## src/rtl/serial_cmp_pkg.sv

```systemverilog
// Shared op codes, FSM states and result mapping for the multi-cycle comparator.
package serial_cmp_pkg;
  localparam int CMPOP_SIZE = 3;

  localparam logic [CMPOP_SIZE-1:0] CMPOP_EQ = 3'd0;
  localparam logic [CMPOP_SIZE-1:0] CMPOP_NE = 3'd1;
  localparam logic [CMPOP_SIZE-1:0] CMPOP_LT = 3'd2;
  localparam logic [CMPOP_SIZE-1:0] CMPOP_LE = 3'd3;
  localparam logic [CMPOP_SIZE-1:0] CMPOP_GT = 3'd4;
  localparam logic [CMPOP_SIZE-1:0] CMPOP_GE = 3'd5;

  typedef enum logic [1:0] {
    SCMP_IDLE = 2'd0,
    SCMP_SCAN = 2'd1,
    SCMP_DONE = 2'd2
  } scmp_state_e;

  // eq is implied when neither lt nor gt was seen by the end of the scan
  function automatic logic cmp_map(input logic [CMPOP_SIZE-1:0] op,
                                   input logic lt, input logic gt);
    logic eq;
    eq = ~(lt | gt);
    case (op)
      CMPOP_EQ: cmp_map = eq;
      CMPOP_NE: cmp_map = ~eq;
      CMPOP_LT: cmp_map = lt;
      CMPOP_LE: cmp_map = lt | eq;
      CMPOP_GT: cmp_map = gt;
      CMPOP_GE: cmp_map = gt | eq;
      default:  cmp_map = 1'b0;
    endcase
  endfunction
endpackage

```

## src/rtl/serial_cmp_slice.sv

```systemverilog
// Combinational unsigned compare of one CHUNK-bit slice.
module serial_cmp_slice #(
  parameter int CHUNK = 8
) (
  input  logic [CHUNK-1:0] i_a,
  input  logic [CHUNK-1:0] i_b,
  output logic             o_lt,
  output logic             o_gt
);
  assign o_lt = (i_a < i_b);
  assign o_gt = (i_a > i_b);
endmodule

```

## src/rtl/serial_cmp.sv

```systemverilog
// Multi-cycle relational comparator: scans MSB slice first, stops at first differing slice.
module serial_cmp
  import serial_cmp_pkg::*;
#(
  parameter int WIDTH = 32,
  parameter int CHUNK = 8
) (
  input  logic                  clk,
  input  logic                  reset,
  input  logic                  start,
  input  logic                  flush,
  input  logic [WIDTH-1:0]      operand1,
  input  logic [WIDTH-1:0]      operand2,
  input  logic [CMPOP_SIZE-1:0] operation,
  input  logic                  is_signed,
  output logic                  busy,
  output logic                  done,
  output logic                  result
);
  localparam int NCHUNK = WIDTH / CHUNK;
  localparam int IDXW   = (NCHUNK > 1) ? $clog2(NCHUNK) : 1;
  localparam logic [IDXW-1:0] LAST = IDXW'(NCHUNK - 1);

  generate
    if ((WIDTH % CHUNK) != 0 || NCHUNK < 1) begin : g_bad_param
      $error("serial_cmp: WIDTH must be a non-zero multiple of CHUNK");
    end
  endgenerate

  scmp_state_e           r_state, w_nstate;
  logic [WIDTH-1:0]      r_op1, r_op2;
  logic [CMPOP_SIZE-1:0] r_op;
  logic [IDXW-1:0]       r_idx;
  logic                  r_result;
  logic                  w_load, w_inc, w_fin;
  logic                  w_lt, w_gt;

  // slice 0 is the most significant chunk
  logic [CHUNK-1:0] w_sl1 [NCHUNK];
  logic [CHUNK-1:0] w_sl2 [NCHUNK];
  for (genvar g = 0; g < NCHUNK; g++) begin : g_slice
    assign w_sl1[g] = r_op1[WIDTH-1-g*CHUNK -: CHUNK];
    assign w_sl2[g] = r_op2[WIDTH-1-g*CHUNK -: CHUNK];
  end

  serial_cmp_slice #(.CHUNK(CHUNK)) u_slice (
    .i_a  (w_sl1[r_idx]),
    .i_b  (w_sl2[r_idx]),
    .o_lt (w_lt),
    .o_gt (w_gt)
  );

  always_comb begin
    w_nstate = r_state;
    w_load   = 1'b0;
    w_inc    = 1'b0;
    w_fin    = 1'b0;
    case (r_state)
      SCMP_IDLE: begin
        if (!flush && start) begin
          w_nstate = SCMP_SCAN;
          w_load   = 1'b1;
        end
      end
      SCMP_SCAN: begin
        if (flush) begin
          w_nstate = SCMP_IDLE;
        end else if (w_lt || w_gt || (r_idx == LAST)) begin
          w_nstate = SCMP_DONE;
          w_fin    = 1'b1;
        end else begin
          w_inc = 1'b1;
        end
      end
      SCMP_DONE: begin
        if (!flush && start) begin
          w_nstate = SCMP_SCAN;
          w_load   = 1'b1;
        end else begin
          w_nstate = SCMP_IDLE;
        end
      end
      default: w_nstate = SCMP_IDLE;
    endcase
  end

  always_ff @(posedge clk) begin
    if (!reset) r_state <= SCMP_IDLE;
    else        r_state <= w_nstate;
  end

  always_ff @(posedge clk) begin
    if (!reset) begin
      r_op1    <= '0;
      r_op2    <= '0;
      r_op     <= '0;
      r_idx    <= '0;
      r_result <= 1'b0;
    end else begin
      if (w_load) begin
        // flipping the sign bit turns two's-complement order into unsigned order
        r_op1            <= operand1;
        r_op1[WIDTH-1]   <= operand1[WIDTH-1] ^ is_signed;
        r_op2            <= operand2;
        r_op2[WIDTH-1]   <= operand2[WIDTH-1] ^ is_signed;
        r_op             <= operation;
        r_idx            <= '0;
      end else if (w_inc) begin
        r_idx <= r_idx + 1'b1;
      end
      if (w_fin) r_result <= cmp_map(r_op, w_lt, w_gt);
    end
  end

  assign busy   = (r_state == SCMP_SCAN);
  assign done   = (r_state == SCMP_DONE);
  assign result = r_result;
endmodule

```

## config.mk

```make
export PLATFORM = sky130hd
export DESIGN_NAME = serial_cmp
export DESIGN_NICKNAME = d
export VERILOG_FILES = /design/src/rtl/serial_cmp_pkg.sv /design/src/rtl/serial_cmp_slice.sv /design/src/rtl/serial_cmp.sv
export SDC_FILE = /design/constraint.sdc
export NUM_CORES = 1
export LEC_CHECK = 0
export ABC_AREA = 0
export BUFFER_PORTS_ARGS = -buffer_cell sky130_fd_sc_hd__buf_2
export CORE_ASPECT_RATIO = 0.6
export CORE_MARGIN = 5
export CORE_UTILIZATION = 56
export CTS_BUF_LIST = sky130_fd_sc_hd__clkbuf_2 sky130_fd_sc_hd__clkbuf_4 sky130_fd_sc_hd__clkbuf_8
export DETAILED_ROUTE_END_ITERATION = 8
export PLACE_DENSITY_LB_ADDON = 0.25
export RECOVER_POWER = 25
export SETUP_SLACK_MARGIN = 0.1
export SYNTH_ARGS = -nofsm -noshare
export SYNTH_HDL_FRONTEND = slang
export SYNTH_SLANG_ARGS = --single-unit
```

## constraint.sdc

```tcl
create_clock -name clk -period 2.9 [get_ports clk]
set_input_delay 0.435 -clock clk [delete_from_list [all_inputs] [get_ports clk]]
set_output_delay 0.435 -clock clk [all_outputs]
set_load 0.005 [all_outputs]
```

==> After elaboration in Yosys (flattened, before gate mapping) <==
Cells that the tools add are included.
{ "word_totals": {"latch_bits": 0, "wordCells": 57, "mem_count": 0, "mem_bits_rw": 0, "reg_bits": 72, "output_inout_bits": 3, "mem_bits_ro": 0} }
{ "op_classes": {"bitwise": 8, "reduce_logical": 9, "add_sub_neg": 1, "mul": 0, "div": 0, "muxes": 20, "n_eq_ne": 10, "shift": 0, "magnitude_cmp": 3} }
{ "op_table": {"columns": ["op", "count"], "rows": [
  ["binary-select mux 8 bit (select 2 bit)", 2],
  ["two-way mux 8 bit", 4],
  ["two-way mux 1 bit", 9],
  ["> comparator 8 bit", 1],
  ["< comparator 8 bit", 1],
  ["equality test 3 x 2 -> 1 bit, second input constant", 2],
  ["equality test 3 bit, second input constant", 2],
  ["two-way mux 2 bit", 3],
  ["one-hot mux 1 bit (6 select lines)", 1],
  ["one-hot mux 2 bit (3 select lines)", 1],
  ["equality test 2 bit, second input constant", 2],
  ["OR reduction 2 bit", 2],
  ["equality test 3 x 1 -> 1 bit, second input constant", 1],
  [">= comparator 3 bit, second input constant", 1],
  ["zero test 3 bit", 1],
  ["!= test 3 x 2 -> 1 bit, second input constant", 1],
  ["NOT 2 -> 3 bit", 1],
  ["bitwise OR 1 bit", 3],
  ["adder 2 x 1 -> 2 bit, second input constant", 1],
  ["equality test 2 x 1 -> 1 bit, second input constant", 1],
  ["zero test 2 bit", 1],
  ["logical OR 1 bit", 2],
  ["!= test 2 bit, second input constant", 1],
  ["NOT 1 bit", 2],
  ["4 further kinds", 5]
]} }

==> Depth between registers and ports, before layout <==
{ "depth": {"ltp_word": 10, "ltp_mapped": 11} }

==> Hierarchy <==
A second synthesis with hierarchy kept.
{ "unflattened": {"cells_unflattened": 375, "hier_area_um2": 3355.7} }
{ "modules_own_cells": {"columns": ["module", "seq_area_each_um2", "cells_per_inst", "area_each_um2", "n_inst"], "rows": [
  ["serial_cmp", 1441.4, 346, 3144.3, 1],
  ["serial_cmp_slice", 0.0, 29, 211.5, 1]
]} }

==> Least setup slack after synthesis <==
OpenSTA, ideal clock, no wires.
{ "synth_timing": {"path_kind": "register to register", "from": "register r_idx[0]", "to": "register r_result (netlist: result)", "path_buffers": 2, "synth_period_minus_slack_ps": 2524, "arrival_ps": 2402, "stages_incl_launch_ff": 11, "path_slack_ps": 376, "path_cell_list": "dfxtp_1 -> buf_4 -> buf_4 -> mux4_2 -> ha_1 -> a21o_1 -> a21boi_2 -> nand3_1 -> a31o_1 -> a221oi_2 -> o21ai_1"} }
{ "synth_via": {"elab_chain_cells": 10, "elab_cells_between_ends": 20} }
{ "synth_lines": {"columns": ["element", "line", "source"], "rows": [
  ["from (decl)", "serial_cmp.sv:33", "logic [IDXW-1:0] r_idx;"],
  ["from (signal assigned)", "serial_cmp.sv:109", "r_idx <= r_idx + 1'b1;"],
  ["branches (longest 10 deep; another with < comparator 8 bit)", null, null],
  ["to (signal assigned)", "serial_cmp.sv:111", "if (w_fin) r_result <= cmp_map(r_op, w_lt, w_gt);"],
  ["to (decl)", "serial_cmp.sv:34", "logic r_result;"]
]} }
Several ways; the timed one is not identified. The select of a mux whose other input is x is not followed.
A chain may end at the register's enable or synchronous reset.

==> Worst setup path after layout <==
Same ends and word-level chain as after synthesis.

==> results.cfg <==
[sta]
tightest_slew_ns = 1.51
relSlewSlack_pct = -0.747
hold_viol_final = 0
finalCritPeriodShare_pct = 89.9
drv_slew = 31
fmax_ghz = 0.383
setup_viol_count_final = 0
rsz0062_at_grt = false
fin_skew_ns = 0.00781
min_period_ns = 2.61
fin_setup_tns_ns = 0

[critical_path]
crit_fanout = 16
max_stage_delay_ns = 0.51
arrival_ns = 2.85
critPathLaunch = r_idx[0]$_SDFFE_PP0P_
reg2reg_from = r_idx[0]$_SDFFE_PP0P_
critPathKind = register to register
cp_cell_sequence = buf_12 -> mux4_2 -> ha_1 -> a21o_1 -> a21boi_2 -> nand3_1 -> a31o_1 -> a221oi_2 -> o21ai_1
crit_path_start_kind = register
ff2ff_path_depth = 9
cpMaxStageDelayCell = mux4_2
end_kind = register
required_ns = 3.14

[clocking]
holdBufCountCts = 0
cts-root-buf = clkbuf_8
cts_max_level = 3
cts_setup_buffers = 0
cts_tree = built
clockBufferDepth = 2
insertion_delay_ns = 0.35
cts.sinks = 72
cts_buffers = 9
path_clk_slew_ns = 0.07
post_cts_resized = 0

[logic_synthesis]
yosys-top-cells-area = dfxtp_1 (42%), nand2_1 (16%), a21boi_0 (14%)
yosysTopAreaCellShare_pct = 42.2
ys_warn_count = 0
syn_avg_cell_area_um2 = 9.01
ys_seq_area_share_pct = 42.2
yosys_register_bits = 72
syn_area_um2 = 3410
synth_cells = 379
synth_fp_nets = 460
synth_edf_count = 0
synth_ff_type = dfxtp_1
async_flop_share_pct = 0
synth_top_cell_by_area = dfxtp_1
yosys.cell_types.count = 40

[layout]
stdcell_count = 532
final_nets = 524
antenna_cells = 0
final_area_um2 = 4040
layout_commonest_cell = nand2_1
drive_above_1_share_pct = 27.0
n_fill_cell = 503
final_cell_mix = nand2_1 (141), buf_2 (72), dfxtp_1 (72), a21boi_0 (65), mux4_2 (16)
fin_util_pct = 67.3
area_growth_pct = 18.4

[placement]
dp.cells = 516
place.gp.congestion = 0.841
post_dp_cell_area_um2 = 3830
dp_hpwl_um = 5710
io_buffers = 74

[global_routing]
grt_util_met3_pct = 6.32
grt_pass1_vias = 2672
use_met1_pct = 29.1
gr-total-overflow = 0
gr-usage-all-layers_pct = 20.2
grt_start_max_net_pins = 68
globalRoute.busiestLayer = met2
use_met2_pct = 29.4
antenna_found_initial = 0
grt_pass1_wl_um = 12600

[min_path]
hp-class = input port to register
worstHoldStart = operand2[18]
whs_path_depth = 3

[floorplan]
die-area_um2 = 7810
core.rowCount = 22
ios = 75
die_h_um = 70.5
dieWidth_um = 111
start_util_pct = 56.9
core_area_um2 = 6000

[run_status]
violations = max-capacitance violations, max-slew violations
status = finished with violations

[pwr]
p_total_uw = 2160
leakagePower_uw = 0.00161
max-vdd-ir-drop_mv = 0.244
p_per_area_nw_per_um2 = 535

[detailed_routing]
drc = 0
ant_nets = 0
wl_per_cell_um = 14.3
routed_wl_um = 7590
vias = 2762
drtIter0Drc = 164
vias_per_cell = 5.19
drt-pass1-iter-count = 4

[run]
drv_cap = 1
==> sequential cells by signal, summed over array words and instances (netlist names) <==
name,flops
r_state,2
result,1
r_idx,2
r_op1,32
r_op,3
r_op2,32
==> worst max-delay path: cells and delay by family, from the launching register on <==
kind / cells / cell delay (ns)
buffers and inverters: 1 / 0.21
DFF: 1 / 0.44
adders and majority gates: 1 / 0.35
AOI/OAI and AO/OA: 5 / 0.88
muxes: 1 / 0.51
and+or+nand+nor: 1 / 0.13
==> power breakdown <==
part	leakage [µW]	internal (µW)	total (µW)	switching [µW]
registers	0.000588	1030	1060	29.8
clock network	0.000109	467	823	356
logic	0.000915	129	272	143
total	0.00161	1630	2160	529
==> through the flow <==
stage	setup slack (ns)	hold slack, ns
final	0.292	0.329
after global routing	0.131	0.321
after CTS	0.287	0.312
after detailed placement	0.308	0.451
after global placement	0.387	0.446
after floorplan	0.376	0.432
==> synth_stat cells, drive strengths merged (2+ instances only) <==
cell / n
nor2: 6
dfxtp: 72
and2: 3
o211ai: 2
clkbuf: 9
and2b: 2
mux4: 16
inv: 8
nor2b: 2
ha: 9
a21boi: 67
a21oi: 3
buf: 18
o211a: 2
xnor2: 2
nand2: 142
nand4: 2
==> routing by layer <==
layer  up-vias  wire length, µm  share of wire (%)
li1       1400                -                  -
met1      1290             3880                 51
met2        66             3240                 43
met3         6              395                5.2
met4         0               70               0.92
met5         -                0                  0
==> cell families (layout without fill, tap and decap cells) <==
family | after synthesis | count (layout) | synth area share [%]
AO/OA/AOI/OAI | 80 | 80 | 18.4
XOR/XNOR | 3 | 3 | 0.770
adder cells (fa/ha/maj) | 9 | 9 | 3.30
buffers and inverters | 35 | 104 | 4.84
flip-flops | 72 | 72 | 42.2
multiplexers | 17 | 17 | 10.9
AND/OR/NAND/NOR | 163 | 163 | 19.6
==> final cells by class <==
type | instances | area [µm²] | share of cell area (%)
Clock buffer | 12 | 165 | 4.09
Inverter | 8 | 30.0 | 0.743
Tap cell | 84 | 105 | 2.60
Multi-Input combinational cell | 272 | 1810 | 44.8
Timing Repair Buffer | 80 | 438 | 10.8
Sequential cell | 72 | 1440 | 35.7
Clock inverter | 4 | 51.3 | 1.27
==> worst paths after layout <==
check                           end  slack, ns
min          r_op2[18]$_SDFFE_PN0P_       0.33
max             result$_SDFFE_PN0P_       0.29
max reg2reg     result$_SDFFE_PN0P_       0.29
min reg2reg  r_op1[16]$_SDFFE_PN0P_       0.46
(Power assumes the default switching activity.)
